`config.mk`:
```
export PLATFORM = sky130hd
export DESIGN_NAME = irq_capture
export DESIGN_NICKNAME = d
export VERILOG_FILES = /design/src/rtl/irq_capture.sv
export SDC_FILE = /design/constraint.sdc
export NUM_CORES = 1
export LEC_CHECK = 0
export CAP_MARGIN = 40
export CORE_MARGIN = 5
export CORE_UTILIZATION = 40
export CTS_CLUSTER_DIAMETER = 120
export DETAILED_ROUTE_END_ITERATION = 8
export GPL_TIMING_DRIVEN = 0
export PLACE_DENSITY = 0.74
export SETUP_SLACK_MARGIN = 0.02
export SYNTH_ARGS = -nofsm -noshare
export SYNTH_HDL_FRONTEND = slang
export SYNTH_SLANG_ARGS = --single-unit
```
`constraint.sdc`:
```
create_clock -name clk -period 1 [get_ports clk]
set_input_delay 0.2 -clock clk [delete_from_list [all_inputs] [get_ports clk]]
set_output_delay 0.2 -clock clk [all_outputs]
set_load 0.02 [all_outputs]
```
`src/rtl/irq_capture.sv`:
```
// Interrupt request capture: per-line rising-edge detect, pending/mask/ack bookkeeping
// and sticky overflow flags. Define IRQ_CAPTURE_SYNC_EN to add a two-flop input synchronizer.
module irq_capture (
  input  logic       clk,
  input  logic       rst_n,
  input  logic [7:0] req_in,
  input  logic       mask_wr,
  input  logic [7:0] mask_in,
  input  logic       ack,
  input  logic [2:0] ack_idx,
  input  logic       ovf_clr,
  output logic [7:0] pend,
  output logic       any,
  output logic [7:0] ovf
);

  logic [7:0] edgeSrc;
  logic [7:0] hist_q;
  logic [7:0] rise;
  logic [7:0] ackVec;
  logic [7:0] pending_q, pending_d;
  logic [7:0] ovf_q, ovf_d;
  logic [7:0] mask_q, mask_d;

`ifdef IRQ_CAPTURE_SYNC_EN
  logic [7:0] sync1_q;
  logic [7:0] sync2_q;

  always_ff @(posedge clk or negedge rst_n) begin
    if (!rst_n) begin
      sync1_q <= '0;
      sync2_q <= '0;
    end else begin
      sync1_q <= req_in;
      sync2_q <= sync1_q;
    end
  end

  assign edgeSrc = sync2_q;
`else
  assign edgeSrc = req_in;
`endif

  // History clears on reset so a line held high through reset release still yields one event.
  always_ff @(posedge clk or negedge rst_n) begin
    if (!rst_n) begin
      hist_q <= '0;
    end else begin
      hist_q <= edgeSrc;
    end
  end

  assign rise = edgeSrc & ~hist_q;

  always_comb begin
    ackVec = '0;
    if (ack) begin
      ackVec[ack_idx] = 1'b1;
    end
  end

  // Set dominates ack, and a new overflow dominates ovf_clr, so no event is ever lost.
  always_comb begin
    pending_d = (pending_q & ~ackVec) | rise;
    ovf_d     = (ovf_q & ~{8{ovf_clr}}) | (rise & pending_q & ~ackVec);
    mask_d    = mask_wr ? mask_in : mask_q;
  end

  always_ff @(posedge clk or negedge rst_n) begin
    if (!rst_n) begin
      pending_q <= '0;
      ovf_q     <= '0;
      mask_q    <= '0;
    end else begin
      pending_q <= pending_d;
      ovf_q     <= ovf_d;
      mask_q    <= mask_d;
    end
  end

  assign pend = pending_q & ~mask_q;
  assign any  = |pend;
  assign ovf  = ovf_q;

endmodule

```
## Yosys cells after proc, flatten, opt, wreduce, memory -nomap -nowiden

Index checks and enable logic that the tools add are counted.

| cells by class | value |
|---|---|
| reductions and logical operators | 2 |
| magnitude comparators | 2 |
| multiplexer cells | 3 |
| bitwise logic cells | 12 |

Operators by type and width:

| kind | count |
|---|---|
| bitwise AND 8 bit | 6 |
| NOT 8 bit | 4 |
| OR 8 bit | 2 |
| two-way mux 8 bit | 1 |
| OR reduction 8 bit | 1 |
| < comparator 3 x 4 -> 1 bit (second input constant) | 1 |
| demux 1 bit (select 3 bit) | 1 |
| >= comparator 3 x 1 -> 1 bit (second input constant) | 1 |
| logical AND 1 bit | 1 |
| two-way mux 1 bit | 1 |

| word-level totals | value |
|---|---|
| output and inout bits | 17 |
| bits in registers | 32 |
| bits of input ports | 24 |
| logic and storage cells | 23 |

## Logic depth before layout (Yosys ltp)

Gate-level depths: netlist of run 1.

| logic depth | value |
|---|---|
| depth after elaboration | 8 |
| gate-level depth with buffers | 3 |
| depth with buffers taken out | 3 |

## Worst setup path before layout of run 1

No wires, ideal clock.

| timing path | value |
|---|---|
| path kind | flip-flop to output port |
| from | reg pending_q[2] |
| to | out any |
| slack | -215 ps |
| stages on the path, launching flop included | 4 |
| arrival | 1015 ps |
| buffers on the path | 0 |
| data required time | 800 ps |
| cells stage by stage | dfrtp_1 > nor2b_1 > nor4_1 > nand2_1 |

| on the way | value |
|---|---|
| word-level cells in the longest chain between the ends | 2 |

Ends and longest elaborated chain:

| element | RTL line | text |
|---|---|---|
| start: declaration | 21 | `logic [7:0] pending_q, pending_d;` |
| start signal: assignment | 75 | `pending_q <= pending_d;` |
| bitwise AND 8 bit | 81 | `assign pend = pending_q & ~mask_q;` |
| via pend[2] | 12 | `output logic [7:0] pend,` |
| OR reduction 8 bit | 82 | `assign any = \|pend;` |
| end: declaration | 13 | `output logic any,` |

The timed path passes the listed nets, and every way through them passes these cells.

## Worst setup path after layout of run 1

| timing path | value |
|---|---|
| from | reg pending_q[7] |
| to | out any |

| on the way | value |
|---|---|
| word-level cells in the longest chain between the ends | 2 |

Ends and longest elaborated chain:

| element | RTL line |
|---|---|
| bitwise AND 8 bit | 81 |
| OR reduction 8 bit | 82 |

Every way passes these cells.

==> reports/results.txt, run 1 <==
Status: complete, but fails checks
Failing checks: setup timing
Max Clock Freq: 617 MHz
Post-synth cell types: 15
Slew Viols, Final: 0
Later-pin clock latency in the skew report: 340 ps
Effective utilization at floorplan: 41.0%
Port bufs: 38
Dpl hpwl: 2110 um
CTS Hold Bufs: 0
Fin cells: 190
Vias per Instance: 4.96
Clk slew on worst S/H paths: 100 ps
Post-route ant nets: 0
Cts bufs inserted: 5
Hold Fails Final Rpt: 0
CP Launch Type: register
Pwr dens: 1640 nW/um^2
Most common cell after layout, fill and taps aside: dfrtp_1
PnR Total Power: 3.28 mW
Final Critical Period: 1620 ps
Chip width: 65.3 um
DRC: 0
Data required time of the worst path: 800 ps
Wirelength per Cell: 15.5 um
Fraction of layout cells with a size suffix above 1: 43.9%
Ports: 41
Clock sinks: 32
Worst Path Arrival: 1420 ps
Synthesized area: 1220 um^2
Leakage: 0.933 nW
R2R Setup Slk: 10 ps
Post-Place Cells: 170
Clock Root Buffer: clkbuf_4
CTS H-Tree Depth: 2
Max-Cap Viols: 0
Most frequent cells in the layout: dfrtp_1, clkdlybuf4s50_1, buf_6
Number of DRC markers in iteration 0: 36
Via count: 942
Critical-path maximum fanout: 2
Core Area: 2980 um^2
Synth Area per Inst: 12.5 um^2
Die area: 4260 um^2
First-pass GRT wire length: 4730 um
Area Overhead vs Synth: 63.3%
Setup TNS Final: -3520 ps
Drt first pass iters: 4
Post-Route WL: 2940 um
Initial antenna violation count: 0
Ant diodes: 0
Post-Place Worst Slack: -683 ps
Worst Skew: 6.85 ps
CTS tree: built
Hold WS: 181 ps
Post-synthesis register bit count: 32
Die H: 65.3 um
Largest net degree at the start of global routing: 20
Gr usage total: 15.1%
Post-route clock period utilization: 162%
Gpl congestion: 0.759
Cells after Synth: 98
WS Path Type: reg2out
Post-route setup slack: -620 ps
Worst slew margin: 74.9%
Largest vdd supply drop: 0.00142 V
Worst slew pin tran: 377 ps
Min-Delay Path Class: in2async
Rows: 20
Vias in the first global route: 1049
CTS max path bufs: 2
CP Capture Type: primary output
RSZ-0062 raised after global routing: true
Post-Syn Nets: 122
Synth warn: 0
# setup viols final: 17
Seq/Total Area, Yosys: 65.6%
Global route overflow: 0
Nets@finish: 180
-- worst paths after layout --
kind,startpoint,end,cells after the start
setup / recovery,pending_q[7],any,4
hold / removal,rst_n,pending_q[5],2
setup reg to reg,pending_q[6],ovf[6],4
hold reg to reg,hist_q[0],pending_q[0],2
max in group asynchronous,rst_n,mask_q[5],3
min in group clk,ack_idx[0],pending_q[2],3
-- power by group --
group | switching (mW) | internal (mW) | total [mW]
combinational | 0.368 | 0.455 | 0.823
clock | 0.428 | 0.524 | 0.951
sequential | 0.0919 | 1.41 | 1.50
-- sequential cells by signal, indices dropped and copies added (netlist names) --
name,cells
hist_q,8
mask_q,8
ovf,8
pending_q,8
-- final cells by class --
class / count / area, um^2
Buffer: 2 / 8.76
Timing Repair Buffer: 51 / 505
Clock inverter: 2 / 35.0
Tap cell: 33 / 41.3
Clock buffer: 6 / 41.3
Inverter: 11 / 41.3
Fill cell: 231 / 983
Multi-Input combinational cell: 53 / 520
Sequential cell: 32 / 801
-- critical path, stage by stage, from the launching register on --
cell and delay [ps]:
dfrtp_1 410, nor2b_4 150, nor4_4 280, nand2_1 100, buf_6 140
-- logic make-up (layout without fill, tap and decap cells) --
family,count (synthesis),after routing,synth area share [%]
buffers and inverters,13,72,4.10
AND/OR/NAND/NOR,29,29,12.6
multiplexers,8,8,7.38
flip-flops,32,32,65.6
AO/OA/AOI/OAI,16,16,10.3
-- metal layers --
metal	up-vias	global-route usage, %	wire length, um	share of wire, %
met5	-	0	0	0
met4	0	6.99	57	1.9
met3	7	4.96	180	6.1
met2	35	25.8	1550	53
met1	452	17.0	1150	39
li1	448	-	-	-
-- cell usage after synthesis --
cell / instances / area [um^2]
inv_2: 2 / 7.51
nand2b_1: 8 / 50.1
mux2_2: 8 / 90.1
o21ai_0: 1 / 5.00
dfrtp_1: 32 / 801
o31ai_1: 4 / 30.0
nor2b_1: 8 / 50.1
nand2_1: 11 / 41.3
buf_2: 1 / 5.00
o41ai_2: 2 / 32.5
inv_1: 9 / 33.8
buf_1: 1 / 3.75
o41ai_1: 1 / 8.76
nor4_1: 2 / 12.5
o22ai_1: 8 / 50.1
-- stage by stage --
step                utilization [%]  area [um^2]
global placement               56.8         1690
CTS                            63.6         1890
detailed placement             57.4         1710
global route                   67.0         1990
finish                         67.0         1990
floorplan                         -         1270
-- repair_timing --
item,CTS,global route
gates resized for setup,112,14
setup buffers,7,4
cloned,0,0
setup endpoints to repair,33,31
pin swaps,4,4
Power figures use the tool's default switching activity.
==> run 2, diff against run 1 <==
ABC_AREA = 0   (was default)
==> results of run 2 <==
Final layout, timing and power as in run 1 (identical DEF).
==> variant 1, RTL diff (settings of run 2) <==
Add a define of `IRQ_CAPTURE_SYNC_EN`.
--- a/src/rtl/irq_capture.sv
+++ b/src/rtl/irq_capture.sv
@@ -1,5 +1,7 @@
 // Interrupt request capture: per-line rising-edge detect, pending/mask/ack bookkeeping
 // and sticky overflow flags. Define IRQ_CAPTURE_SYNC_EN to add a two-flop input synchronizer.
+`define IRQ_CAPTURE_SYNC_EN
+
 module irq_capture (
   input  logic       clk,
   input  logic       rst_n,
Function: changed (a bounded check fails within 4 cycles, from zero or initial values and one cycle with rst_n low).
==> variant 1 against run 2 <==
The flow still finishes with violations (setup timing); power is 31% higher; area after synthesis is 33% higher; synthesized cell count is 16% higher; count of clock-buffer cells in the layout is 1 lower; sequential cell count is 16 higher; clock power is 44% higher; register-to-register slack better by 120 ps; setup slack better by 92 ps; final area is 20% higher; wire length is 6.8% higher; cell count is 16% higher.
==> variant 1: results (changes against run 2) <==
Status:
- The run finished, with violations left.
- The final reports fail on setup timing.

STA:
- The total negative slack for setup checks is -2510 ps (+1020 ps).
- The clock skew after layout is 7.20 ps (+0.345 ps).
- The final setup slack of the worst path is -528 ps (+92.0 ps).
- The final number of setup-violating endpoints was 17 (unchanged).

Routing:
- The number of violations reported at the end of detailed-routing iteration 0 came to 17 (-53%).
- The total wire length after detailed routing is 3140 um (+6.8%).
- The post-detailed-route wirelength per cell is 14.2 um (-8.2%).
- The routed length on met1 is 1350 um (+17%).
- The met2 wire length is 1550 um (-0.13%).

Hold path:
- The min-delay analysis places its worst path in the category input pin to flop.

Setup path:
- The critical path arrival was 1330 ps (-90 ps).

Pwr:
- The peak supply drop is 0.00132 V (-6.9%).
- The leakage power summed over all cells is 0.00111 uW (+19%).

Synth:
- The compound-cell area share of the yosys netlist came to 7.79% (-2.6 points).

Global routing:
- The via count of the first global-routing pass is 1111 (+5.9%).
- The largest net degree at the start of global routing is 33 (+65%).
- The global-route met1 utilization is 16.2% (-0.79 points).
- The met2 track demand over resource in global routing is 19.5% (-6.3 points).

Clocking:
- The clock insertion delay at the later pin of the skew report is 300 ps (-40 ps).
- The tree is rooted in a sky130_fd_sc_hd__clkbuf_8.

Placement:
- The count of placed standard cells including taps came to 203 (+19%).
- The post-placement setup slack is -610 ps (+72.7 ps).
- The placement-stage cell area is 2120 sq um (+24%).

Cells and area:
- The fraction of final layout cells with drive strength greater than 1 is 39.2% (-4.8 points).
- The final net count is 194 (+7.8%).
-- variant 1: cell types whose count changed after synthesis --
cell / before / now
sky130_fd_sc_hd__dfrtp_1: 32 / 48
-- variant 1: timing repair --
item / CTS / global route
setup buffers: 1 / 8
endpoints found under the setup margin: 33 / 31
hold buffers: 1 / 0
endpoints found under the hold margin: 16 / 0
pin swaps: 4 / 3
resized for setup: 109 / 15
-- variant 1: where the power goes --
| group | switching [uW] | leakage, uW | internal (uW) |
|---|---|---|---|
| sequential | 100 | 0.000551 | 2080 |
| combinational | 336 | 0.000508 | 416 |
| clock | 629 | 0.0000541 | 739 |
| total | 1060 | 0.00111 | 3240 |
-- variant 1: area by class of cell --
cell class / instances / area (sq um)
clock inverters: 3 / 42.5
clock buffers: 5 / 68.8
multi-input cells: 53 / 483
flip-flops and latches: 48 / 1200
repair buffers: 49 / 478
well taps: 50 / 62.6
plain buffers: 2 / 8.76
fillers: 296 / 1590
inverters: 11 / 41.3
-- variant 1: worst max-delay path: stages, from the launching register on --
cell                      delay, ps
sky130_fd_sc_hd__dfrtp_1        400
sky130_fd_sc_hd__nor2b_4        140
sky130_fd_sc_hd__nor4_2         250
sky130_fd_sc_hd__nand2_1         90
sky130_fd_sc_hd__buf_6          140
-- variant 1: worst paths after layout --
check                                             from                endpoint  slack (ps)  depth (start not counted)
worst min-delay path                        ack_idx[0]  pending_q[2]$_DFF_PN0_         270                          3
min in group asynchronous                        rst_n        ovf[7]$_DFF_PN0_         350                          2
worst max-delay path            pending_q[2]$_DFF_PN0_                     any        -530                          4
worst min register to register    sync1_q[5]$_DFF_PN0_    edgeSrc[5]$_DFF_PN0_         350                          0
max in group asynchronous                        rst_n     hist_q[4]$_DFF_PN0_         170                          3
worst max register to register        ovf[1]$_DFF_PN0_        ovf[1]$_DFF_PN0_         130                          4
==> variant 2, RTL diff (flow settings as in run 2) <==
Without the edit above. `pending_q` no longer has a reset.
--- a/src/rtl/irq_capture.sv
+++ b/src/rtl/irq_capture.sv
@@ -68,14 +68,16 @@
 
   always_ff @(posedge clk or negedge rst_n) begin
     if (!rst_n) begin
-      pending_q <= '0;
       ovf_q     <= '0;
       mask_q    <= '0;
     end else begin
-      pending_q <= pending_d;
       ovf_q     <= ovf_d;
       mask_q    <= mask_d;
     end
+  end
+
+  always_ff @(posedge clk) begin
+    pending_q <= pending_d;
   end
 
   assign pend = pending_q & ~mask_q;
Function: changed (a bounded check fails within 4 cycles, from zero or initial values and one cycle with rst_n low).
==> variant 2 against run 2 <==
The run still ends with setup timing left; first-iteration DRC count down 44%; power fell by 11%; sequential cell count stayed put; area after synthesis decreased by 3.3%; wire length shrank 4.0%; setup slack gained 120 ps; final area fell by 7.3%; largest power group unchanged.
==> variant 2: results (changes against run 2) <==
Cells and area:
- The final non-filler cell total is 184 (-3.2%).
- The fraction of final layout cells with drive strength greater than 1 came to 43.8% (-0.16 points).

STA:
- The total negative slack for setup checks was -2890 ps (+634 ps).
- The final number of setup-violating endpoints is 17 (unchanged).
- The final setup slack of the worst path is -498 ps (+122 ps).
- The clock skew after layout is 9.55 ps (+2.70 ps).
- The tightest slew margin relative to the limit is 65.3% (-9.6 points).

Global routing:
- The first-pass GRT wire length was 4340 um (-8.2%).
- The all-layer global routing usage came to 14.3% (-0.82 points).
- The global-route met3 utilization was 5.43% (+0.47 points).
- The via count of the first global-routing pass is 960 (-8.5%).
- The largest net degree at the start of global routing is 15 (-25%).

Synth:
- The mean cell area of the mapped netlist is 12.1 sq um (-3.3%).
- The async set or reset register ratio after synthesis is 75.0% (-25 points).
- The sequential area share after synthesis is 64.4% (-1.2 points).
- The compound-cell area share of the yosys netlist is 10.7% (+0.35 points).
- The proportion of synthesized area in mux cells is 7.63% (+0.25 points).

Pwr:
- The power consumed by combinational cells is 751 uW (-8.7%).
- The peak supply drop is 0.000839 V (-41%).
- The switching part of the total is 28.0% (+0.92 points).

Clocking:
- The clock insertion delay at the later pin of the skew report is 320 ps (-20 ps).
- The post-CTS repair timing setup buffer count is 4 (-3).
- The count of cells resized by post-cts repair is 108 (-3.6%).

Routing:
- The total via count in the routed design is 888 (-5.7%).
- The number of violations reported at the end of detailed-routing iteration 0 is 20 (-44%).
- The post-detailed-route wirelength per cell was 15.4 um (-0.84%).
- The total met3 wirelength after detailed routing came to 190 um (+5.6%).
- The routed length on met1 came to 1140 um (-0.78%).

Status:
- The flow ran to the end, but the final reports show violations.
- The checks that failed: setup timing.

Placement:
- The placed wire-length estimate after detailed placement was 2090 um (-0.60%).
- The final estimated routing congestion in global placement is 0.767 (+1.1%).
## variant 2: cell type report
class                      instances  area (sq um)
timing repair buffer              47           465
inverter                          11          41.3
fill                             226           957
clock buffer                       7          45.0
tap                               31          38.8
clock inverter                     1          5.00
multi-input combinational         53           477
buffer                             2          8.76
sequential                        32           767
## variant 2: cells by family after synthesis
kind of cell / count (synthesis)
buffers and inverters: 13
multiplexers: 8
AO/OA/AOI/OAI: 16
AND/OR/NAND/NOR: 29
flip-flops: 32
## variant 2: worst paths after layout
kind / to / startpoint / cells past startpoint / slack (ps)
max: any / mask_q[2]$_DFFE_PN0P_ / 4 / -500
min: hist_q[5]$_DFF_PN0_ / rst_n / 1 / 210
max reg2reg: ovf[0]$_DFF_PN0_ / ovf[0]$_DFF_PN0_ / 4 / 100
min reg2reg: pending_q[4]$_DFF_P_ / pending_q[4]$_DFF_P_ / 2 / 470
max in group asynchronous: ovf[1]$_DFF_PN0_ / rst_n / 2 / 310
min in group clk: pending_q[0]$_DFF_P_ / ack_idx[2] / 3 / 250
